### src/rtl/asip_decode_pkg.sv
// Shared decode definitions: write-back source encodings, special opcodes,
// and the decoded control-bundle layout used by the decode stage.
package asip_decode_pkg;

  localparam logic [1:0] WRF_MEM = 2'b00;
  localparam logic [1:0] WRF_ALU = 2'b01;
  localparam logic [1:0] WRF_IMM = 2'b10;

  localparam logic [3:0] SUPIX = 4'hC;  // store pixel
  localparam logic [3:0] LOSC  = 4'h0;  // load scalar immediate

  typedef struct packed {
    logic       mem_write;
    logic [1:0] wrf;
    logic       wen_sc;
    logic       wen_vec;
  } dec_ctrl_t;

endpackage

### src/rtl/reg_scoreboard.sv
// Per-register write-back countdown; a register is busy while its count is nonzero.
// Latency: query is combinational, set/clear take effect at the next edge; no backpressure.
module reg_scoreboard #(
  parameter int RW     = 4,
  parameter int WB_LAT = 3
) (
  input  logic          clk,
  input  logic          clr_all,
  input  logic [RW-1:0] query_reg,
  output logic          query_busy,
  input  logic [RW-1:0] set_reg,
  input  logic          set_en
);

  localparam int NREG = 1 << RW;

  logic [3:0] cnt [NREG];

  assign query_busy = (cnt[query_reg] != 4'd0);

  always_ff @(posedge clk) begin
    for (int i = 0; i < NREG; i++) begin
      if (clr_all)
        cnt[i] <= 4'd0;
      else if (set_en && (set_reg == RW'(i)))
        cnt[i] <= 4'(WB_LAT);
      else if (cnt[i] != 4'd0)
        cnt[i] <= cnt[i] - 4'd1;
    end
  end

endmodule

### src/rtl/decoder_pipe.sv
// Instruction decode stage with register-hazard scoreboard; 1-cycle latency.
// Backpressure: holds the bundle while out_ready is low; stalls input on hazard or flush.
module decoder_pipe
  import asip_decode_pkg::*;
#(
  parameter int N       = 16,
  parameter int OPW     = 4,
  parameter int RW      = 4,
  parameter int IMMW    = N - OPW - RW,
  parameter int SEL_BIT = 2,
  parameter int WB_LAT  = 3
) (
  input  logic            clk,
  input  logic            rst,
  input  logic            in_valid,
  input  logic [N-1:0]    in_instr,
  output logic            in_ready,
  input  logic            flush,
  output logic            out_valid,
  input  logic            out_ready,
  output logic            MemoryWrite,
  output logic [1:0]      WriteRegFrom,
  output logic [RW-1:0]   RegToWrite,
  output logic [IMMW-1:0] Immediate,
  output logic            RegWriteEnSc,
  output logic            RegWriteEnVec,
  output logic            hazard_stall
);

  logic [OPW-1:0]  op;
  logic [RW-1:0]   rg;
  logic [IMMW-1:0] imm;
  logic            wen;
  logic            busy;
  logic            accept;
  dec_ctrl_t       dec;
  dec_ctrl_t       ctrl_q;
  logic [RW-1:0]   rg_q;
  logic [IMMW-1:0] imm_q;

  assign op  = in_instr[N-1 -: OPW];
  assign rg  = in_instr[N-OPW-1 -: RW];
  assign imm = in_instr[IMMW-1:0];

  // Stores never write back, so SUPIX is excluded from the write-enable term.
  always_comb begin
    dec           = '0;
    dec.mem_write = (op == OPW'(SUPIX));
    dec.wrf       = (op == OPW'(LOSC)) ? WRF_IMM : {1'b0, ~op[OPW-1]};
    wen           = (~op[0] | (op[1] & op[2])) & ~dec.mem_write;
    dec.wen_sc    = wen & rg[SEL_BIT];
    dec.wen_vec   = wen & ~rg[SEL_BIT];
  end

  assign hazard_stall = in_valid & busy;
  assign in_ready     = ~hazard_stall & (~out_valid | out_ready) & ~flush;
  assign accept       = in_valid & in_ready;

  reg_scoreboard #(
    .RW     (RW),
    .WB_LAT (WB_LAT)
  ) u_sb (
    .clk        (clk),
    .clr_all    (rst),
    .query_reg  (rg),
    .query_busy (busy),
    .set_reg    (rg),
    .set_en     (accept & wen)
  );

  always_ff @(posedge clk) begin
    if (rst) begin
      out_valid <= 1'b0;
      ctrl_q    <= '0;
      rg_q      <= '0;
      imm_q     <= '0;
    end else if (accept) begin
      out_valid <= 1'b1;
      ctrl_q    <= dec;
      rg_q      <= rg;
      imm_q     <= imm;
    end else if (flush || out_ready) begin
      out_valid <= 1'b0;
    end
  end

  assign MemoryWrite   = ctrl_q.mem_write;
  assign WriteRegFrom  = ctrl_q.wrf;
  assign RegWriteEnSc  = ctrl_q.wen_sc;
  assign RegWriteEnVec = ctrl_q.wen_vec;
  assign RegToWrite    = rg_q;
  assign Immediate     = imm_q;

endmodule

### config.mk
export PLATFORM = sky130hd
export DESIGN_NAME = decoder_pipe
export DESIGN_NICKNAME = d
export VERILOG_FILES = /design/src/rtl/asip_decode_pkg.sv /design/src/rtl/reg_scoreboard.sv /design/src/rtl/decoder_pipe.sv
export SDC_FILE = /design/constraint.sdc
export NUM_CORES = 1
export LEC_CHECK = 0
export CORE_MARGIN = 8
export CORE_UTILIZATION = 40
export DETAILED_ROUTE_END_ITERATION = 8
export HOLD_SLACK_MARGIN = 0.02
export MAX_ROUTING_LAYER = met4
export PLACE_DENSITY = 0.57
export SYNTH_ARGS = -nofsm -noshare
export SYNTH_HDL_FRONTEND = slang
export SYNTH_SLANG_ARGS = --single-unit
### constraint.sdc
create_clock -name clk -period 5.23 [get_ports clk]
set_input_delay 1.046 -clock clk [delete_from_list [all_inputs] [get_ports clk]]
set_output_delay 1.046 -clock clk [all_outputs]
set_load 0.005 [all_outputs]
**Word-level counts from Yosys, hierarchy flattened**

Memories as Yosys holds them, arrays and structs flattened.
Cells that the tools add are included.

- Flip-flop bits (word level): 18
- Bits in latches: 0
- Bits in writable memories: 64
- ROM bits: 0
- Input bits: 21
- Output and inout bits: 20
- Logic and storage cells: 276
- Memories kept: 1

- Add/sub/neg operators: 16
- Multipliers: 0
- Div/mod/pow operators: 0
- Order comparisons: 0
- Equality and inequality tests: 16
- Shift-type cells: 0
- Muxes and demuxes: 149
- Bitwise operators: 50
- Reduce and logical (&&, ||, !) cells: 37

Memory list:

| name | depth | width | rd ports | clocked after memory_dff | write ports | RTL line | RTL |
|---|---|---|---|---|---|---|---|
| u_sb.cnt | 16 | 4 | 17 | 0 | 16 | reg_scoreboard.sv:17 | `logic [3:0] cnt [NREG];` |

Operators with widths:

| kind | number |
|---|---|
| $mux 4 | 32 |
| $mux 1 | 116 |
| $reduce_bool 4->1 | 17 |
| $sub 4x1->4 const B | 16 |
| $eq 4x4->1 const B | 9 |
| $or 1x1->1 | 34 |
| $eq 4x3->1 const B | 4 |
| $logic_and 1x1->1 | 16 |
| $and 1x1->1 | 9 |
| $eq 4x2->1 const B | 2 |
| $logic_not 4->1 | 2 |
| $not 1->1 | 7 |
| $eq 4x1->1 const B | 1 |
| $mux 2 | 1 |
| $reduce_bool 2->1 | 1 |
| $logic_or 1x1->1 | 1 |

**Logic depth before layout (Yosys ltp)**

Gate-level depths: netlist of run 1.
An unclocked memory read counts as a cell.

- Depth after elaboration: 14
- Mapped depth: 10
- Gate-level depth less buffers: 6

**Modules after synthesis**

From an unflattened synthesis of run 1, not the netlist that was laid out.

- Cells, all modules: 516
- Area, all modules: 4739.5 µm²

By module, submodules not included:

| module | times used | cells each | area an instance (µm²) | seq. area each (µm²) |
|---|---|---|---|---|
| reg_scoreboard | 1 | 422 | 3853.7 | 1921.8 |
| decoder_pipe | 1 | 94 | 885.8 | 360.3 |

**Worst setup path after synthesis of run 1**

Ideal clock, no wire load.

- Path kind: input port to output port
- From: input in_instr[9]
- To: output in_ready
- Arrival time: 2.492 ns
- Data required time: 4.184 ns
- Setup slack: 1.692 ns
- Stages on the path: 7
- Buffers on the path: 2
- Path through: buf_4 > mux4_2 > nand2_1 > and3_1 > buf_2 > nand3_1 > a211oi_1

- Cells in the longest elaborated chain, start to end: 6

RTL lines:

| item | RTL line | RTL |
|---|---|---|
| start: declaration | decoder_pipe.sv:16 | `input logic [N-1:0] in_instr,` |
| $mem_v2 16x4 | - |  |
| $reduce_bool 4->1 | reg_scoreboard.sv:19 | `assign query_busy = (cnt[query_reg] != 4'd0);` |
| $and 1x1->1 | decoder_pipe.sv:55 | `assign hazard_stall = in_valid & busy;` |
| $not 1->1 | decoder_pipe.sv:56 | `assign in_ready = ~hazard_stall & (~out_valid \| out_ready) & ~flush;` |
| $and 1x1->1 (2 in series) | decoder_pipe.sv:56 |  |
| end: declaration | decoder_pipe.sv:17 | `output logic in_ready,` |

No other way between the ends.

**Worst setup path in the final report of run 1**

- From: input in_instr[8]
- To: output in_ready

Same word-level chain as after synthesis.

==> flow_summary.yaml, run 1 <==
run_status:
  status: "completed"
drt:
  final_antenna_net_count: 0
  wl_per_cell_um: 17.94
  drt_wl_total_mm: 13.40
  vias: 4273
  vias_per_cell: 5.720
  initialDrtViolationCount: 370
  drc: 0
  first_pass_iters: 5
grt:
  track_usage_pct: 17.18
  grt_pass1_vias: 4163
  grt_max_degree: 37
  overflow: 0
  antenna_found_initial: 0
  grt_pass1_wl_mm: 22.02
synthesis:
  yosysWarnings: 0
  async_reset_ff_share_pct: 0
  synth-seq-cells: 82
  synth_edf_count: 64
  synth_nets: 578
  yosysSeqAreaShare_pct: 43.79
  syn_inst: 541
  netlist_area_mm2: 0.005211
  syn_area_per_cell_um2: 9.633
  synth_ff_type: "edfxtp_1"
  synth_cell_types: 57
cts:
  clockRootBuffer: "clkbuf_16"
  clock_sinks: 82
  htreeDepth: 3
  cts_buffers: 9
  clock_latency_ns: 0.34
  cts_resized: 0
  cts_hold_buffers: 0
  path_clk_slew_ns: 0.06
  cts_tree: "done"
  clockBufferDepth: 2
  post-cts-setup-buffer-count: 0
timing:
  slew_headroom_pct: 36.28
  fin_tns_setup_ns: 0
  drv_slew: 0
  fin_skew_ns: 0.005448
  period_share_pct: 92.40
  fmax_ghz: 0.2069
  hold_viol_final: 0
  min_period_ns: 4.832
  tightestPinTransition_ns: 0.9539
  fin_ws_ns: 0.3976
  rsz0062_at_grt: "false"
  setup_violations: 0
worst_setup_path:
  path_class: "primary input to primary output"
  arrival_ns: 3.79
  slowest_stage: "clkdlybuf4s50_1"
  critPathBufInv: 2
  start_kind: "primary input"
  critPathMaxFanout: 17
  critical_path.top_delay_family: "buffers and inverters"
  slowest_delay_ns: 0.93
  path_cells: "clkdlybuf4s50_1 -> nor2b_2 -> a22oi_1 -> nand3_1 -> and3_1 -> nand3_1 -> a211oi_1 -> clkdlybuf4s50_1"
  required_ns: 4.18
  end_kind: "primary output"
final_layout:
  fillers: 1219
  drive_above_1_share_pct: 10.96
  syn_to_final_growth_pct: 15.20
  antenna_cells: 0
  final_common_cell: "edfxtp_1"
  multiInputGateArea_mm2: 0.002635
  layout_common_cells: "64 x edfxtp_1, 44 x a21oi_1, 39 x clkdlybuf4s50_1, 38 x nor3_1, 37 x nor2_1"
  regArea_mm2: 0.002282
  layout.nets: 607
power:
  ir_worst_vdd_v: 0.0002133
  power.internal_w: 0.001960
  finalPower_w: 0.003147
  power.leakage_nw: 2.103
  power_density_mw_per_mm2: 524.3
  pwr-share-comb_pct: 41.8
  power_switching_w: 0.001188
  seqPwrFrac_pct: 40.2
  power_frac_clock_pct: 18.0
  switching_share_pct: 37.74
die:
  die_w_um: 130.1
  io_pins: 41
  die_y_um: 130.1
  initial_core_util_pct: 41.13
  rows: 41
  die-area_mm2: 0.01694
  coreArea_mm2: 0.01267
placement:
  place_ws_ns: 0.4633
  place_congestion: 0.8449
  dp_hpwl_mm: 9.698
  port_buffers: 40
hold_path:
  min_path_type: "flip-flop to flip-flop"
flow_run:
  cap_violations: 0
[worst min-delay path, stage by stage (launching register included)]
cell and delay (ns):
dfxtp_1 0.31, o31ai_1 0.06, a21oi_1 0.06
[final timing paths]
kind / depth (start not counted) / start / slack, ns / end
worst max-delay path: 8 / in_instr[8] / 0.40 / in_ready
worst min-delay path: 2 / RegToWrite[3] / 0.48 / RegToWrite[3]
worst max register to register: 7 / u_sb.cnt[6][2] / 2.16 / u_sb.cnt[11][3]
worst min register to register: 2 / RegToWrite[3] / 0.48 / RegToWrite[3]
[cells by family (layout without fill, tap and decap cells)]
logic type,Yosys count,in the layout,share of synthesized area (%)
buffers and inverters,67,101,5.642
and+or+nand+nor,228,228,24.03
adders and majority gates,16,16,3.841
DFF,82,82,43.79
AOI/OAI and AO/OA,125,125,17.60
muxes,23,23,5.090
[per-layer routing]
metal | share of wire [%] | vias up | global-route usage [%]
met5 | 0 | - | -
met4 | 2.2 | 0 | 7.309
met3 | 5.3 | 19 | 3.631
met2 | 46 | 122 | 26.17
met1 | 46 | 2034 | 21.68
li1 | - | 2098 | -
[cell type report]
type,count,share of cell area [%]
Clock inverter,4,0.3335
Multi-Input combinational cell,392,43.89
Timing Repair Buffer,50,8.045
Inverter,35,2.188
Clock buffer,12,3.939
Tap cell,172,3.585
Sequential cell,82,38.02
[registers in the layout, summed over array words and instances (netlist names)]
| name | cells |
|---|---|
| out_valid | 1 |
| WriteRegFrom | 2 |
| RegToWrite | 4 |
| MemoryWrite | 1 |
| RegWriteEnSc | 1 |
| RegWriteEnVec | 1 |
| Immediate | 8 |
| u_sb.cnt | 64 |
[synthesized netlist by cell type, types with 3 or more instances]
master	number	area [um2]
a211oi_1	6	45.04
a21oi_1	44	220.2
a311o_1	4	40.04
a311oi_1	7	61.31
a311oi_2	4	60.06
a31o_1	6	52.55
a31o_2	6	52.55
and2_1	4	25.02
buf_1	5	18.77
buf_2	9	45.04
buf_6	3	33.78
clkbuf_1	12	45.04
dfxtp_1	18	360.4
edfxtp_1	64	1922
ha_1	16	200.2
inv_1	34	127.6
mux2_2	6	67.56
mux2_4	3	45.04
mux2i_1	13	130.1
nand2_1	33	123.9
nand2b_1	23	143.9
nand3_1	9	45.04
nand3b_1	14	105.1
nand4_1	13	81.33
nor2_1	37	138.9
nor2b_1	13	81.33
nor3_1	38	190.2
nor3b_1	13	97.59
o21ai_0	5	25.02
o31ai_1	16	120.1
o32ai_1	12	105.1
or2_2	9	56.30
or3_1	10	62.56
[power by group through the flow]
stage	logic, W	registers [W]	clock network, W
after global routing	0.00148	0.00131	0.000609
after global placement	0.00128	0.00127	0
final	0.00132	0.00126	0.000567
after floorplan	0.00104	0.00121	0
after detailed placement	0.00131	0.00128	0
after CTS	0.00132	0.00126	0.000583
[through the flow]
| stage | instance area (um2) | hold slack [ns] | cells | util (%) |
|---|---|---|---|---|
| after floorplan | 5211 | 0.4646 | 541 | - |
| after global placement | 5747 | 0.4594 | 731 | 45.35 |
| after detailed placement | 5747 | 0.4631 | 731 | 45.35 |
| after CTS | 6003 | 0.4781 | 747 | 47.38 |
| after global routing | 6003 | 0.4977 | 747 | 47.38 |
| final | 6003 | 0.4757 | 747 | 47.38 |
Note: power is estimated with default switching activity, not from simulation.
==> inputs of run 2 (changes only) <==
--- a/config.mk
+++ b/config.mk
@@ -5,6 +5,7 @@
 export SDC_FILE = /design/constraint.sdc
 export NUM_CORES = 1
 export LEC_CHECK = 0
+export ABC_AREA = 0
 export CORE_MARGIN = 8
 export CORE_UTILIZATION = 40
 export DETAILED_ROUTE_END_ITERATION = 8
==> results of run 2 <==
No change in the layout: final DEF, timing and power equal those of run 1.
